===== src/rtl/bus_width_increase_arbiter.sv =====
// -----------------------------------------------------------------------------
// bus_width_increase_arbiter
//
// Shares one SIZE_IN -> SIZE_OUT width-increase packer between N narrow
// requesters. A requester is granted for a whole packer word, i.e. exactly
// RATIO = SIZE_OUT/SIZE_IN accepted beats, so output words never mix sources.
// Grants rotate round-robin starting after the owner of the last finished
// word. If the owner stalls mid-word for TIMEOUT cycles the rest of the word
// is filled with PAD_VALUE beats so the packer is never left half full.
// TIMEOUT = 0 disables padding (the owner may stall forever).
//
// Ports:
//   clk          rising-edge clock
//   reset        synchronous, active-low reset
//   req_valid    [N]            per-requester beat valid
//   req_data     [N*SIZE_IN]    requester i on bits [i*SIZE_IN +: SIZE_IN]
//   req_ready    [N]            per-requester accept (one-hot or zero),
//                               combinational from state only
//   pk_valid     registered packer valid_in
//   pk_data      [SIZE_IN]      registered packer data_in
//   word_owner   [OW]           registered owner of the current/last word
//   word_done    registered, high with the final beat of a word
//   word_padded  registered, high with word_done when the word held pads
//
// The packer must share this reset: a mid-word reset drops the partial word
// here and the arbiter does not compensate for any packer fill.
// -----------------------------------------------------------------------------
module bus_width_increase_arbiter #(
    parameter int                N         = 4,
    parameter int                SIZE_IN   = 8,
    parameter int                SIZE_OUT  = 32,
    parameter int                TIMEOUT   = 16,
    parameter logic [SIZE_IN-1:0] PAD_VALUE = '0,
    localparam int               OW        = (N > 1) ? $clog2(N) : 1
) (
    input  logic                  clk,
    input  logic                  reset,
    input  logic [N-1:0]          req_valid,
    input  logic [N*SIZE_IN-1:0]  req_data,
    output logic [N-1:0]          req_ready,
    output logic                  pk_valid,
    output logic [SIZE_IN-1:0]    pk_data,
    output logic [OW-1:0]         word_owner,
    output logic                  word_done,
    output logic                  word_padded
);

    localparam int          RATIO = SIZE_OUT / SIZE_IN;
    localparam int          BW    = (RATIO > 1) ? $clog2(RATIO) : 1;
    localparam int          IW    = (TIMEOUT > 0) ? $clog2(TIMEOUT + 1) : 1;
    localparam int unsigned NU    = N;

    localparam logic [BW-1:0] LAST_BEAT = BW'(RATIO - 1);
    localparam logic [IW-1:0] IDLE_MAX  = IW'(TIMEOUT);

    typedef enum logic [1:0] {
        IDLE   = 2'd0,
        LOCKED = 2'd1,
        PAD    = 2'd2
    } state_t;

    state_t          state;
    logic [OW-1:0]   grant;
    logic [OW-1:0]   last_owner;
    logic [BW-1:0]   beat_cnt;
    logic [IW-1:0]   idle_cnt;

    logic               sel_valid;
    logic [SIZE_IN-1:0] sel_data;
    logic               any_valid;
    logic               last_beat;
    logic [OW-1:0]      pick_from_last;
    logic [OW-1:0]      pick_from_grant;

    // Round-robin search: first asserted request strictly after 'base',
    // wrapping modulo N. Returns 'base' when nothing is asserted.
    function automatic logic [OW-1:0] rr_pick(input logic [OW-1:0] base,
                                              input logic [N-1:0]  vec);
        logic [OW-1:0] pick;
        logic          found;
        int unsigned   idx;
        pick  = base;
        found = 1'b0;
        for (int unsigned step = 1; step <= NU; step++) begin
            idx = 32'(base) + step;
            if (idx >= NU) begin
                idx = idx - NU;
            end
            if (!found && vec[idx[OW-1:0]]) begin
                found = 1'b1;
                pick  = idx[OW-1:0];
            end
        end
        return pick;
    endfunction

    // Granted requester's valid/data and the ready vector. Ready depends on
    // state only, so it is one-hot while LOCKED and zero in IDLE/PAD.
    always_comb begin
        req_ready = '0;
        sel_valid = 1'b0;
        sel_data  = '0;
        for (int unsigned i = 0; i < NU; i++) begin
            if (grant == OW'(i)) begin
                sel_valid = req_valid[i];
                sel_data  = req_data[i*SIZE_IN +: SIZE_IN];
                if (state == LOCKED) begin
                    req_ready[i] = 1'b1;
                end
            end
        end
    end

    assign any_valid       = |req_valid;
    assign last_beat       = (beat_cnt == LAST_BEAT);
    assign pick_from_last  = rr_pick(last_owner, req_valid);
    assign pick_from_grant = rr_pick(grant, req_valid);

    always_ff @(posedge clk) begin
        if (!reset) begin
            state       <= IDLE;
            grant       <= '0;
            last_owner  <= OW'(N - 1);
            beat_cnt    <= '0;
            idle_cnt    <= '0;
            pk_valid    <= 1'b0;
            pk_data     <= '0;
            word_owner  <= '0;
            word_done   <= 1'b0;
            word_padded <= 1'b0;
        end else begin
            // Strobes default low; pk_data and word_owner hold between beats.
            pk_valid    <= 1'b0;
            word_done   <= 1'b0;
            word_padded <= 1'b0;

            unique case (state)
                IDLE: begin
                    // One bubble cycle: choose an owner, accept nothing yet.
                    beat_cnt <= '0;
                    idle_cnt <= '0;
                    if (any_valid) begin
                        grant <= pick_from_last;
                        state <= LOCKED;
                    end
                end

                LOCKED: begin
                    if (sel_valid) begin
                        // An accept always wins over the timeout decision.
                        pk_valid   <= 1'b1;
                        pk_data    <= sel_data;
                        word_owner <= grant;
                        idle_cnt   <= '0;
                        if (last_beat) begin
                            word_done  <= 1'b1;
                            beat_cnt   <= '0;
                            last_owner <= grant;
                            // Back-to-back words: re-arbitrate from the
                            // finishing owner without an IDLE bubble.
                            if (any_valid) begin
                                grant <= pick_from_grant;
                            end else begin
                                state <= IDLE;
                            end
                        end else begin
                            beat_cnt <= beat_cnt + 1'b1;
                        end
                    end else if (beat_cnt == '0) begin
                        // Owner withdrew before its first beat: release.
                        state <= IDLE;
                    end else if (TIMEOUT > 0) begin
                        if (idle_cnt == IDLE_MAX) begin
                            idle_cnt <= '0;
                            state    <= PAD;
                        end else begin
                            idle_cnt <= idle_cnt + 1'b1;
                        end
                    end
                end

                PAD: begin
                    pk_valid   <= 1'b1;
                    pk_data    <= PAD_VALUE;
                    word_owner <= grant;
                    if (last_beat) begin
                        word_done   <= 1'b1;
                        word_padded <= 1'b1;
                        last_owner  <= grant;
                        beat_cnt    <= '0;
                        state       <= IDLE;
                    end else begin
                        beat_cnt <= beat_cnt + 1'b1;
                    end
                end

                default: begin
                    state <= IDLE;
                end
            endcase
        end
    end

endmodule


===== config.mk =====
export PLATFORM = sky130hd
export DESIGN_NAME = bus_width_increase_arbiter
export DESIGN_NICKNAME = d
export VERILOG_FILES = /design/src/rtl/bus_width_increase_arbiter.sv
export SDC_FILE = /design/constraint.sdc
export NUM_CORES = 1
export LEC_CHECK = 0
export CAP_MARGIN = 20
export CORE_MARGIN = 2
export CORE_UTILIZATION = 45
export CTS_CLUSTER_DIAMETER = 30
export DETAILED_ROUTE_END_ITERATION = 10
export PLACE_DENSITY = 0.81
export SETUP_SLACK_MARGIN = 0.15
export SLEW_MARGIN = 20
export SYNTH_ARGS = -nofsm -noshare
export SYNTH_HDL_FRONTEND = slang
export SYNTH_SLANG_ARGS = --single-unit

===== constraint.sdc =====
create_clock -name clk -period 3.4 [get_ports clk]
set_input_delay 0.68 -clock clk [delete_from_list [all_inputs] [get_ports clk]]
set_output_delay 0.68 -clock clk [all_outputs]
set_load 0.1 [all_outputs]

==> results.py, run 1 <==
metrics = {
    "status": {
        "status": "finished clean",
    },
    "sta": {
        "tightestPinTransition_ns": 0.983,
        "skew_ns": 0.000782,
        "finalSetupTns_ns": 0,
        "relSlewSlack_pct": 34.3,
        "slew_viol_final": 0,
        "finalHoldViolCount": 0,
        "finalCriticalPeriod_ns": 2.93,
        "holdWs_ns": 0.467,
        "period_share_pct": 86.3,
        "setup_viol_count_final": 0,
        "fmax_mhz": 341,
        "rsz0062_at_grt": "no",
    },
    "worst_setup_path": {
        "worst-setup-path-type": "flop to flop",
        "cpPeakStageDelay_ns": 0.54,
        "cp_top_family": "compound AO/OA/AOI/OAI gates",
        "startpoint_type": "flop",
        "critPathSlowestCell": "ha_1",
        "critPathBufInv": 1,
        "arrival_ns": 3.13,
        "timing.rr.start": "grant[0]",
        "required_ns": 3.59,
        "path_max_fanout": 20,
        "rrSetupSlack_ns": 0.47,
        "r2r_cells": 7,
        "end_kind": "flop",
        "critical_path.reg2reg.endpoint": "pk_data[2]",
        "path_cells": "inv_1, ha_1, and4bb_4, o41ai_4, a21boi_1, nor2_1, o2bb2ai_1",
    },
    "power_and_ir_drop": {
        "p_int_mw": 0.962,
        "p_comb_share_pct": 69.2,
        "p_sw_mw": 1.11,
        "p_per_area_nw_per_um2": 873,
        "clkPwrFrac_pct": 9.3,
        "leakage_nw": 0.883,
        "p_seq_share_pct": 21.5,
        "irDropWorstVdd_v": 0.000378,
        "netSwitchingFraction_pct": 53.6,
    },
    "place": {
        "numPortBuffers": 54,
        "place_inst": 307,
        "place_congestion": 0.900,
        "dp_hpwl_um": 3440,
    },
    "min_path": {
        "min_to": "pk_data[4]",
        "holdPathStages": 1,
        "hold_path.startpoint": "pk_data[4]",
        "worstHoldPathType": "flop to flop",
    },
    "finish": {
        "layout.area.seq_sq_um": 520,
        "fin_nets": 314,
        "area_delta_synth_final_pct": 33.5,
        "nFillCells": 326,
        "final_cell_count_no_fill": 311,
        "multi_input_area_sq_um": 1150,
        "antenna-diode-count": 0,
        "drive_above_1_share_pct": 7.60,
    },
    "clock_network": {
        "cts.clk_slew.worst_paths_ns": 0.08,
        "cts_made_buffers": 3,
        "clock_sinks": 26,
        "clk_path_buf_depth": 2,
        "cts_resized": 0,
        "holdBufCountCts": 0,
        "worst_skew_pair.late_latency_ns": 0.27,
        "cts_tree": "built",
        "htree_levels": 1,
        "postCtsSetupBuffers": 0,
        "cts_root_buffer": "clkbuf_8",
    },
    "synthesis": {
        "async_reset_ff_share_pct": 0,
        "syn_area_per_cell_sq_um": 8.20,
        "synth_seq_cells": 26,
        "syn_nets": 267,
        "syn_inst": 217,
        "yosys.area.top_type": "dfxtp_1",
        "ys_seq_area_share_pct": 29.2,
        "synth_area_sq_um": 1780,
        "netlist_top_cells_count": "dfxtp_1 (26), a21oi_1 (20), inv_1 (13), ha_1 (12), nor2_1 (12)",
        "synth_warnings": 0,
        "synth.distinct_cells": 43,
        "synth_top_area_share_pct": 29.2,
        "synth.most_common_cell": "dfxtp_1",
        "synth_ff_type": "dfxtp_1",
        "netlist_top_cells_area": "dfxtp_1 (29%), ha_1 (8.4%), a21oi_1 (5.6%), a221oi_1 (4.4%), o2bb2ai_1 (3.9%)",
        "synth_edf_count": 0,
    },
    "floorplan": {
        "core_area_sq_um": 3740,
        "dieArea_sq_um": 4480,
        "die_y_um": 66.9,
        "ios": 55,
        "die_x_um": 66.9,
        "initial_utilization_pct": 47.6,
        "row_count": 22,
    },
    "grt": {
        "overflow": 0,
        "gr-usage-all-layers_pct": 20.7,
        "grt_pass1_vias": 1594,
        "grt_antenna_before_repair": 0,
        "grt_max_degree": 21,
        "grt_pass1_wl_um": 7110,
    },
    "detailed_routing": {
        "wl_um": 4560,
        "drc": 0,
        "dr.pass1.iters": 4,
        "viasPerCell": 5.63,
        "vias": 1750,
        "final_antenna_net_count": 0,
        "drtIter0Drc": 59,
        "wl_per_cell_um": 14.7,
    },
    "run": {
        "maxCapViolCount": 0,
    },
}
==> worst max-delay path by stage <==
stage	depth (start not counted)	from	to	slack, ns
final	7	grant[0]	pk_data[2]	0.47
after detailed placement	6	req_valid[0]	pk_data[2]	0.44
after CTS	7	grant[0]	pk_data[2]	0.50
after global placement	6	req_valid[0]	pk_data[0]	0.53
after floorplan	4	grant[0]	req_ready[3]	0.69
after global routing	7	grant[0]	pk_data[6]	0.22
==> state kept, by name (all words and copies together), names as in the netlist <==
name and count:
beat_cnt 2, word_padded 1, last_owner 2, word_owner 2
word_done 1, pk_valid 1, state 2, pk_data 8
idle_cnt 5, grant 2
==> per-stage QoR <==
step                utilization, %  worst slack [ns]  total power, mW  cell area [sq um]
floorplan                        -             0.688             1.57               1780
global placement              62.0             0.529             1.87               2320
detailed placement            62.0             0.442             1.88               2320
CTS                           63.5             0.498             2.08               2380
global route                  63.5             0.217             2.21               2380
finish                        63.5             0.466             2.07               2380
==> cell usage in the layout, fill, tap and decap left out, types with 2 or more instances in the layout <==
cell | netlist | layout
nand2b_1 | 8 | 8
nor2_1 | 12 | 12
mux2_2 | 2 | 2
or3_1 | 3 | 3
clkdlybuf4s50_1 | 0 | 48
dfxtp_1 | 26 | 26
a31oi_1 | 3 | 3
clkbuf_8 | 0 | 4
or2_2 | 3 | 3
inv_1 | 13 | 13
and3_1 | 2 | 2
o31ai_1 | 2 | 2
a221oi_1 | 9 | 9
mux2i_1 | 4 | 4
nand3_1 | 5 | 5
a21oi_1 | 20 | 20
o21ai_0 | 8 | 8
nor4_1 | 4 | 4
nor2b_1 | 11 | 11
and2_1 | 8 | 8
o211ai_1 | 6 | 6
nand2_1 | 7 | 7
a211oi_1 | 2 | 2
buf_4 | 0 | 7
ha_1 | 12 | 12
o2bb2ai_1 | 8 | 8
nor3_1 | 8 | 8
a311oi_1 | 2 | 2
==> power groups by stage <==
stage / Clock (mW) / Combinational (mW) / Sequential, mW
floorplan: 0 / 0.777 / 0.789
global placement: 0 / 1.42 / 0.452
detailed placement: 0 / 1.43 / 0.451
CTS: 0.201 / 1.44 / 0.445
global route: 0.211 / 1.54 / 0.455
finish: 0.193 / 1.44 / 0.445
==> cells by family after synthesis <==
logic type,after synthesis,synth area share (%)
XOR/XNOR,2,0.984
AND/OR/NAND/NOR,75,23.8
flip-flops,26,29.2
AO/OA/AOI/OAI,69,28.2
adder cells (fa/ha/maj),12,8.43
buffers and inverters,27,5.90
multiplexers,6,3.51
==> layer usage <==
layer | up-vias | GRT usage, % | wire length (um)
li1 | 893 | - | -
met1 | 793 | 24.1 | 2040
met2 | 60 | 37.0 | 2080
met3 | 4 | 5.57 | 398
met4 | 0 | 5.36 | 34
met5 | - | 0 | 0
==> cell type report <==
class / instances / share of cell area, %
Clock buffer: 4 / 2.32
Inverter: 14 / 2.21
Multi-Input combinational cell: 164 / 48.6
Sequential cell: 26 / 21.9
Tap cell: 48 / 2.53
Timing Repair Buffer: 55 / 22.4
(Power assumes the default switching activity.)
==> run 2: changes to the inputs <==
--- a/config.mk
+++ b/config.mk
@@ -10,7 +10,7 @@
 export CORE_UTILIZATION = 45
 export CTS_CLUSTER_DIAMETER = 30
 export DETAILED_ROUTE_END_ITERATION = 10
-export PLACE_DENSITY = 0.81
+export PLACE_DENSITY = 0.76
 export SETUP_SLACK_MARGIN = 0.15
 export SLEW_MARGIN = 20
 export SYNTH_ARGS = -nofsm -noshare
==> run 2 against run 1 <==
Clock-buffer cell count fell by 1. Combinational power is essentially flat. First-iteration DRC count grew to 2.6 times the previous value. Die area did not move. Utilization grew 0.37 points. Power grew 1.8%. Global-route usage fell by 0.58 points. Flip-flop and latch count stayed put. Worst setup slack gained 0.046 ns. Critical endpoint is now pk_data[4]. Largest cell class unchanged. Largest power group unchanged. Highest routed layer unchanged.
==> results.py, run 2 (synthesis results as in run 1) <==
metrics = {
    "status": {
        "status": "finished clean",
    },
    "sta": {
        "finalCriticalPeriod_ns": 2.89,
        "tightestPinTransition_ns": 0.994,
        "period_share_pct": 84.9,
        "relSlewSlack_pct": 33.5,
        "finalHoldViolCount": 0,
        "rsz0062_at_grt": "no",
        "setup_viol_count_final": 0,
        "skew_ns": 0.00439,
        "finalSetupTns_ns": 0,
        "slew_viol_final": 0,
        "fmax_mhz": 346,
    },
    "finish": {
        "largest_reg_flops": 8,
        "fin_nets": 314,
        "area_delta_synth_final_pct": 34.2,
        "antenna-diode-count": 0,
        "mostFrequentLayoutCell": "clkdlybuf4s50_1",
        "regMostFlops": "pk_data",
        "final_cell_count_no_fill": 311,
        "reg.largest.list": "pk_data (8), idle_cnt (5)",
        "drive_above_1_share_pct": 7.98,
        "final_cell_mix": "clkdlybuf4s50_1 (47), dfxtp_1 (26), a21oi_1 (20), inv_1 (13)",
    },
    "detailed_routing": {
        "viasPerCell": 5.54,
        "drtIter0Drc": 153,
        "wl_per_cell_um": 14.0,
        "vias": 1724,
        "wl_um": 4350,
        "drc": 0,
        "final_antenna_net_count": 0,
        "dr.pass1.iters": 4,
    },
    "floorplan": {
        "die_x_um": 66.9,
        "row_count": 22,
        "core_area_sq_um": 3740,
        "die_y_um": 66.9,
        "dieArea_sq_um": 4480,
        "initial_utilization_pct": 47.6,
        "ios": 55,
    },
    "worst_setup_path": {
        "rrSetupSlack_ns": 0.51,
        "path_max_fanout": 20,
        "arrival_ns": 3.08,
        "startpoint_type": "flop",
        "r2r_cells": 7,
        "critical_path.reg2reg.endpoint": "pk_data[4]",
        "required_ns": 3.60,
        "critPathSlowestCell": "ha_1",
        "path_cells": "inv_1, ha_1, and4bb_4, o41ai_4, a21boi_1, nor2_1, o2bb2ai_1",
        "timing.rr.start": "grant[0]",
        "end_kind": "flop",
        "cpPeakStageDelay_ns": 0.54,
        "worst-setup-path-type": "flop to flop",
    },
    "clock_network": {
        "cts_tree": "built",
        "worst_skew_pair.late_latency_ns": 0.26,
        "postCtsSetupBuffers": 0,
        "cts_resized": 0,
        "holdBufCountCts": 0,
        "htree_levels": 1,
        "cts.clk_slew.worst_paths_ns": 0.09,
        "cts_made_buffers": 3,
        "clock_sinks": 26,
        "clk_path_buf_depth": 2,
        "cts_root_buffer": "clkbuf_8",
    },
    "place": {
        "place_inst": 307,
        "numPortBuffers": 54,
        "place_congestion": 0.866,
        "dp_hpwl_um": 3270,
    },
    "min_path": {
        "min_to": "pk_data[6]",
        "hold_path.startpoint": "pk_data[6]",
        "holdPathStages": 1,
        "worstHoldPathType": "flop to flop",
    },
    "power_and_ir_drop": {
        "leakage_nw": 0.892,
        "p_per_area_nw_per_um2": 884,
        "irDropWorstVdd_v": 0.000590,
    },
    "grt": {
        "overflow": 0,
        "grt_pass1_vias": 1593,
        "grt_max_degree": 22,
        "gr-usage-all-layers_pct": 20.1,
        "grt_pass1_wl_um": 7090,
        "grt_antenna_before_repair": 0,
    },
    "run": {
        "maxCapViolCount": 0,
    },
}
[run 2: cell types whose count changed in the layout (fill, tap and decap cells not counted)]
cell,delta
buf_4,+1
bufinv_16,+1
clkbuf_8,-1
clkdlybuf4s50_1,-1
[run 2: layer usage]
metal  vias up  GRT usage, %  part of all wire (%)
li1        892             -                     -
met1       769          27.1                    46
met2        57          31.3                    45
met3         6          3.55                   6.6
met4         0          8.42                   1.6
met5         -             0                     0
[run 2: area by class of cell]
cell class                      instances  area [sq um]
Fill cell                             353          1350
Multi-Input combinational cell        164          1150
Timing Repair Buffer                   55           531
Sequential cell                        26           520
Tap cell                               48          60.1
Inverter                               14          52.6
Clock buffer                            3          41.3
Clock inverter                          1          30.0
[run 2: stage by stage]
stage / power, mW / utilization (%) / area, sq um / hold WS (ns) / worst slack (ns)
after floorplan: 1.57 / - / 1780 / 0.453 / 0.688
after global placement: 1.86 / 61.9 / 2320 / 0.450 / 0.549
after detailed placement: 1.87 / 61.9 / 2320 / 0.452 / 0.491
after CTS: 2.12 / 63.8 / 2390 / 0.474 / 0.526
after global routing: 2.26 / 63.8 / 2390 / 0.488 / 0.263
final: 2.11 / 63.8 / 2390 / 0.469 / 0.512
[run 2: how the worst max path moves through the flow]
stage                     slack (ns)    startpoint            to  cells after the start
after floorplan                 0.69      grant[0]  req_ready[3]                      4
after global placement          0.55  req_valid[0]    pk_data[1]                      6
after detailed placement        0.49  req_valid[0]    pk_data[4]                      6
after CTS                       0.53      grant[0]    pk_data[3]                      7
after global routing            0.26      grant[0]    pk_data[6]                      7
final                           0.51      grant[0]    pk_data[4]                      7
[run 2: critical path: cells and delay by family (launching register included)]
family | cells | cell delay, ns
simple gates | 2 | 0.80
fa+ha+maj | 1 | 0.54
compound gates | 3 | 0.86
buf+inv | 1 | 0.22
flops | 1 | 0.40
[run 2: report_power, final]
group          internal (mW)  switching, mW  leakage [nW]  total [mW]
combinational          0.474          0.940         0.645        1.41
clock                  0.157         0.0899        0.0357       0.247
sequential             0.382         0.0687         0.211       0.451
